## src/rtl/sprite_rom_arb_pkg.sv

```systemverilog
// Shared types and constants for the sprite ROM arbiter.
// Optional stall counters are enabled with SPRITE_ROM_ARBITER_PERF_EN.
package sprite_rom_arb_pkg;

   localparam int NUM_REQ_DEF = 3;
   localparam int ADDR_W_DEF  = 17;
   localparam int DATA_W_DEF  = 5;

   typedef enum logic [1:0] {
      REQ_BG = 2'd0,
      REQ_P1 = 2'd1,
      REQ_P2 = 2'd2
   } req_id_e;

   function automatic int id_w(input int n);
      return (n <= 2) ? 1 : $clog2(n);
   endfunction

endpackage

```

## src/rtl/sprite_rom_arbiter_rr_pick.sv

```systemverilog
// Rotating-priority picker: first set request at or after start wins.
// Purely combinational; one-hot grant plus binary winner index.
module rr_pick #(
   parameter int N  = 3,
   parameter int IW = 2
) (
   input  logic [N-1:0]  req_i,
   input  logic [IW-1:0] start_i,
   output logic [N-1:0]  gnt_o,
   output logic [IW-1:0] idx_o,
   output logic          any_o
);

   always_comb begin
      int j;
      gnt_o = '0;
      idx_o = '0;
      any_o = 1'b0;
      j     = 0;
      for (int k = 0; k < N; k++) begin
         j = int'(start_i) + k;
         if (j >= N) begin
            j = j - N;
         end
         if (!any_o && req_i[j]) begin
            any_o    = 1'b1;
            gnt_o[j] = 1'b1;
            idx_o    = IW'(j);
         end
      end
   end

endmodule

```

## src/rtl/sprite_rom_arbiter.sv

```systemverilog
// Round-robin arbiter sharing one sprite ROM among pixel requesters.
// Define SPRITE_ROM_ARBITER_PERF_EN to add per-requester stall counters.
module sprite_rom_arbiter
   import sprite_rom_arb_pkg::*;
#(
   parameter  int NUM_REQ = NUM_REQ_DEF,
   parameter  int ADDR_W  = ADDR_W_DEF,
   parameter  int DATA_W  = DATA_W_DEF,
   parameter  int ROM_LAT = 1,
   localparam int ID_W    = id_w(NUM_REQ)
) (
   input  logic                      vga_clk,
   input  logic                      reset_n,
   input  logic                      line_start,
   input  logic [NUM_REQ-1:0]        req,
   input  logic [NUM_REQ*ADDR_W-1:0] addr,
   output logic [NUM_REQ-1:0]        gnt,
   output logic [ADDR_W-1:0]         rom_address,
   output logic                      rom_rd,
   input  logic [DATA_W-1:0]         rom_q,
   output logic                      rvalid,
   output logic [ID_W-1:0]           rid,
   output logic [DATA_W-1:0]         rdata
`ifdef SPRITE_ROM_ARBITER_PERF_EN
  ,output logic [NUM_REQ*16-1:0]     perf_wait
`endif
);

   logic [NUM_REQ-1:0]           pick_gnt;
   logic [ID_W-1:0]              win;
   logic                         any;
   logic [ID_W-1:0]              start;
   logic [ID_W-1:0]              ptr_q, ptr_d;
   logic [ADDR_W-1:0]            win_addr;
   logic [ADDR_W-1:0]            rom_addr_q;
   logic [ROM_LAT:0]             vld_q;
   logic [ROM_LAT:0][ID_W-1:0]   id_q;

   // A new scanline restarts the search at the background layer.
   assign start = line_start ? '0 : ptr_q;

   rr_pick #(
      .N  (NUM_REQ),
      .IW (ID_W)
   ) u_pick (
      .req_i   (req),
      .start_i (start),
      .gnt_o   (pick_gnt),
      .idx_o   (win),
      .any_o   (any)
   );

   assign gnt = reset_n ? pick_gnt : '0;

   always_comb begin
      win_addr = '0;
      for (int i = 0; i < NUM_REQ; i++) begin
         if (pick_gnt[i]) begin
            win_addr = addr[i*ADDR_W +: ADDR_W];
         end
      end
   end

   always_comb begin
      ptr_d = ptr_q;
      if (any) begin
         ptr_d = (int'(win) == NUM_REQ - 1) ? '0 : win + ID_W'(1);
      end
   end

   always_ff @(posedge vga_clk or negedge reset_n) begin
      if (!reset_n) begin
         ptr_q      <= '0;
         rom_addr_q <= '0;
         vld_q      <= '0;
         id_q       <= '0;
      end else begin
         ptr_q <= ptr_d;
         if (any) begin
            rom_addr_q <= win_addr;
         end
         vld_q <= {vld_q[ROM_LAT-1:0], any};
         id_q  <= {id_q[ROM_LAT-1:0], win};
      end
   end

   // Stage 0 of the tag pipe is exactly the issue strobe.
   assign rom_address = rom_addr_q;
   assign rom_rd      = vld_q[0];
   assign rvalid      = vld_q[ROM_LAT];
   assign rid         = id_q[ROM_LAT];
   assign rdata       = rom_q;

`ifdef SPRITE_ROM_ARBITER_PERF_EN
   logic [NUM_REQ-1:0][15:0] wait_q;

   always_ff @(posedge vga_clk or negedge reset_n) begin
      if (!reset_n) begin
         wait_q <= '0;
      end else begin
         for (int i = 0; i < NUM_REQ; i++) begin
            if (line_start) begin
               wait_q[i] <= '0;
            end else if (req[i] && !pick_gnt[i] && wait_q[i] != 16'hFFFF) begin
               wait_q[i] <= wait_q[i] + 16'd1;
            end
         end
      end
   end

   assign perf_wait = wait_q;
`endif

endmodule

```

## config.mk

```make
export PLATFORM = sky130hd
export DESIGN_NAME = sprite_rom_arbiter
export DESIGN_NICKNAME = d
export VERILOG_FILES = /design/src/rtl/sprite_rom_arb_pkg.sv /design/src/rtl/sprite_rom_arbiter_rr_pick.sv /design/src/rtl/sprite_rom_arbiter.sv
export SDC_FILE = /design/constraint.sdc
export NUM_CORES = 1
export LEC_CHECK = 0
export ABC_AREA = 0
export BUFFER_PORTS_ARGS = -buffer_cell sky130_fd_sc_hd__buf_2
export CORE_UTILIZATION = 42
export DETAILED_ROUTE_END_ITERATION = 12
export PLACE_DENSITY = 0.76
export SLEW_MARGIN = 20
export SYNTH_ARGS = -nofsm -noshare
export SYNTH_HDL_FRONTEND = slang
export SYNTH_HIERARCHICAL = 1
export SYNTH_SLANG_ARGS = --single-unit
```

## constraint.sdc

```tcl
create_clock -name vga_clk -period 3.4 [get_ports vga_clk]
set_input_delay 0.68 -clock vga_clk [delete_from_list [all_inputs] [get_ports vga_clk]]
set_output_delay 0.68 -clock vga_clk [all_outputs]
set_load 0.02 [all_outputs]
```

==> flow_summary_export.csv <==
group,metric,value,unit
die,dieArea,4490,um^2
timing,tns,0,ns
global_routing,grt_pass1_vias,1311,
clock_network,post_cts_buffers,0,
drt,vias_per_cell,5.32,
setup_path,crit_family,"multiplexers",
cells_and_area,fin_nets,314,
clock_network,h-tree-depth,1,
global_routing,gr-total-overflow,0,
logic_synthesis,yosys.area.top_type_share,35.2,%
timing,rsz0062_at_grt,"false",
setup_path,worst_ep_arrival_time,2.55,ns
placed_design,portBuffers,80,
cells_and_area,final_area,2180,um^2
timing,period_share,95.0,%
cells_and_area,n_antenna_cell,0,
timing,fin_skew,0.00345,ns
setup_path,r2r_end,"rom_address[14]",
flow_run,cap_violations,0,
drt,vias,1579,
global_routing,antenna_found_initial,0,
timing,holdWs,0.304,ns
placed_design,place_area,2130,um^2
setup_path,rr_worst_depth,12,
global_routing,grt_pass1_wl,6070,um
clock_network,cts.sinks,25,
logic_synthesis,synthTopCellsByArea,"dfrtp_1 35%, nand3b_1 8.0%, a22oi_2 7.0%",
logic_synthesis,async_reset_ff_share,100,%
timing,hold_viol_final,0,
setup_path,end_kind,"output port",
cells_and_area,num-fill-cells,386,
clock_network,clk_path_buf_depth,2,
timing,worst_pin_slew,0.370,ns
setup_path,r2r_setup_slack,0.66,ns
logic_synthesis,ys.warnings.count,6,
logic_synthesis,synth_common_cells,"25 x dfrtp_1, 19 x nand3b_1, 15 x o21ai_0",
logic_synthesis,netlist_area,1780,um^2
cells_and_area,area_growth,22.5,%
clock_network,cts_tree,"built",
logic_synthesis,seq_area_frac_synth,35.2,%
logic_synthesis,synth.most_common_cell,"dfrtp_1",
drt,drtAntennaViolNets,0,
timing,period_needed,3.23,ns
drt,wirelength,4130,um
timing,relSlewSlack,75.3,%
setup_path,worstSetupPathType,"in2out",
global_routing,grt_usage,17.9,%
clock_network,cts.reportedPaths.clkPinSlew,0.09,ns
logic_synthesis,ys_seq_elements,25,
logic_synthesis,syn-num-nets,243,
timing,max_freq,0.310,GHz
logic_synthesis,synthCells,177,
logic_synthesis,avgSynthCellArea,10.0,um^2
power_and_ir_drop,ir_drop,0.598,mV
die,pin_count,91,
clock_network,hold_buffers,0,
logic_synthesis,synthFlopType,"dfrtp_1",
timing,setup_viol,0,
clock_network,root_buffer,"clkbuf_8",
setup_path,crit_path_max_incr_delay,0.39,ns
clock_network,post_cts_resized,0,
drt,dr.pass1.iters,4,
logic_synthesis,ys_types,41,
timing,drv_slew,0,
setup_path,path_cells,"buf_2, nor2b_1, ha_1, mux2i_4, mux2i_4, a311oi_1, o2bb2ai_1, and2_1, buf_2",
power_and_ir_drop,p_leak,0.978,nW
setup_path,crit_required,2.72,ns
drt,drt-initial-drc-count,112,
cells_and_area,drive_above_1_share,49.4,%
die,core,4030,um^2
setup_path,cp_max_fo,8,
clock_network,clock_latency,0.26,ns
die,die_w,67.0,um
global_routing,grt_max_degree,39,
setup_path,worst-path-buf-inv,2,
drt,wire_per_inst,13.9,um
placed_design,dpl.hpwl,3170,um
logic_synthesis,synth-edff-count,0,
drt,drcViolationCount,0,
setup_path,rr_startpoint,"ptr_q[0]",
logic_synthesis,synth_area_leader_cell,"dfrtp_1",
die,die_y,67.0,um
run_status,status,"finished, final reports clean",
clock_network,cts_made_buffers,3,
die,initial_core_util,44.1,%
setup_path,startpoint_type,"input port",
min_path,hp-class,"in2async",
power_and_ir_drop,power_density,803,nW/um^2
placed_design,gp_congestion,0.839,
setup_path,cp_slowest_cell,"ha_1",
die,fp-row-count,23,
==> registers in the layout, indices dropped and copies added (netlist names) <==
name         count
vld_q            2
ptr_q            2
rom_address     17
id_q             2
rid              2
==> cell usage in the layout, fill, tap and decap left out, types with 2 or more instances in the layout <==
master | Yosys | layout
nor2b_1 | 3 | 2
inv_1 | 6 | 6
nand3_1 | 2 | 2
buf_4 | 11 | 7
a22oi_1 | 6 | 6
dfrtp_1 | 25 | 25
o21ai_1 | 3 | 3
nand2b_1 | 3 | 3
nand2_1 | 4 | 4
o21ai_0 | 15 | 15
nor2_1 | 7 | 7
clkbuf_8 | 1 | 3
nand3b_1 | 19 | 19
and2_1 | 3 | 3
a21oi_1 | 13 | 12
ha_1 | 4 | 4
mux2i_4 | 2 | 2
a21oi_2 | 10 | 11
buf_2 | 4 | 80
a22oi_2 | 10 | 10
==> cell type report <==
class / count / area (um^2) / area share [%]
multi-input cells: 124 / 943 / 43.4
flip-flops and latches: 25 / 626 / 28.8
repair buffers: 88 / 473 / 21.7
well taps: 50 / 62.6 / 2.88
clock buffers: 3 / 41.3 / 1.90
inverters: 6 / 22.5 / 1.04
clock inverters: 1 / 7.51 / 0.345
==> worst reg2reg max path: cells and delay by family (launching register included) <==
kind,cells,cell delay (ns)
compound gates,5,0.66
buf+inv,4,0.66
simple gates,2,0.51
fa+ha+maj,1,0.43
flops,1,0.39
==> kinds of logic after synthesis <==
logic type / after synthesis / synth area share [%]
AOI/OAI and AO/OA: 70 / 29.2
DFF: 25 / 35.2
and+or+nand+nor: 46 / 16.5
buffers and inverters: 28 / 12.6
adders and majority gates: 4 / 2.82
muxes: 4 / 3.73
==> layer usage <==
| metal | track usage (%) | vias to the layer above | wire length, um |
|---|---|---|---|
| met5 | 0 | - | 0 |
| met4 | 6.12 | 0 | 65 |
| li1 | - | 779 | - |
| met1 | 24.4 | 733 | 1810 |
| met3 | 2.40 | 6 | 216 |
| met2 | 28.5 | 61 | 2030 |
==> power breakdown <==
| group | leakage, nW | switching (mW) | internal [mW] | total (mW) |
|---|---|---|---|---|
| registers | 0.303 | 0.0561 | 0.435 | 0.491 |
| logic | 0.653 | 0.651 | 0.431 | 1.08 |
| clock network | 0.0217 | 0.0916 | 0.0829 | 0.174 |
==> worst max path at each step <==
stage,to,slack [ns],from,cells after the start
floorplan,gnt[1],0.16,line_start,10
global placement,gnt[0],0.24,line_start,9
detailed placement,gnt[0],0.16,line_start,9
CTS,gnt[0],0.17,line_start,9
global route,gnt[0],0.03,line_start,10
finish,gnt[0],0.17,line_start,9
==> stage by stage <==
step | instances | setup slack [ns] | util, % | total power [mW]
floorplan | 177 | 0.155 | - | 1.35
global placement | 293 | 0.243 | 52.8 | 1.56
detailed placement | 293 | 0.158 | 52.8 | 1.58
CTS | 297 | 0.168 | 54.0 | 1.76
global route | 297 | 0.0334 | 54.0 | 1.87
finish | 297 | 0.172 | 54.0 | 1.75
(Power assumes the default switching activity.)
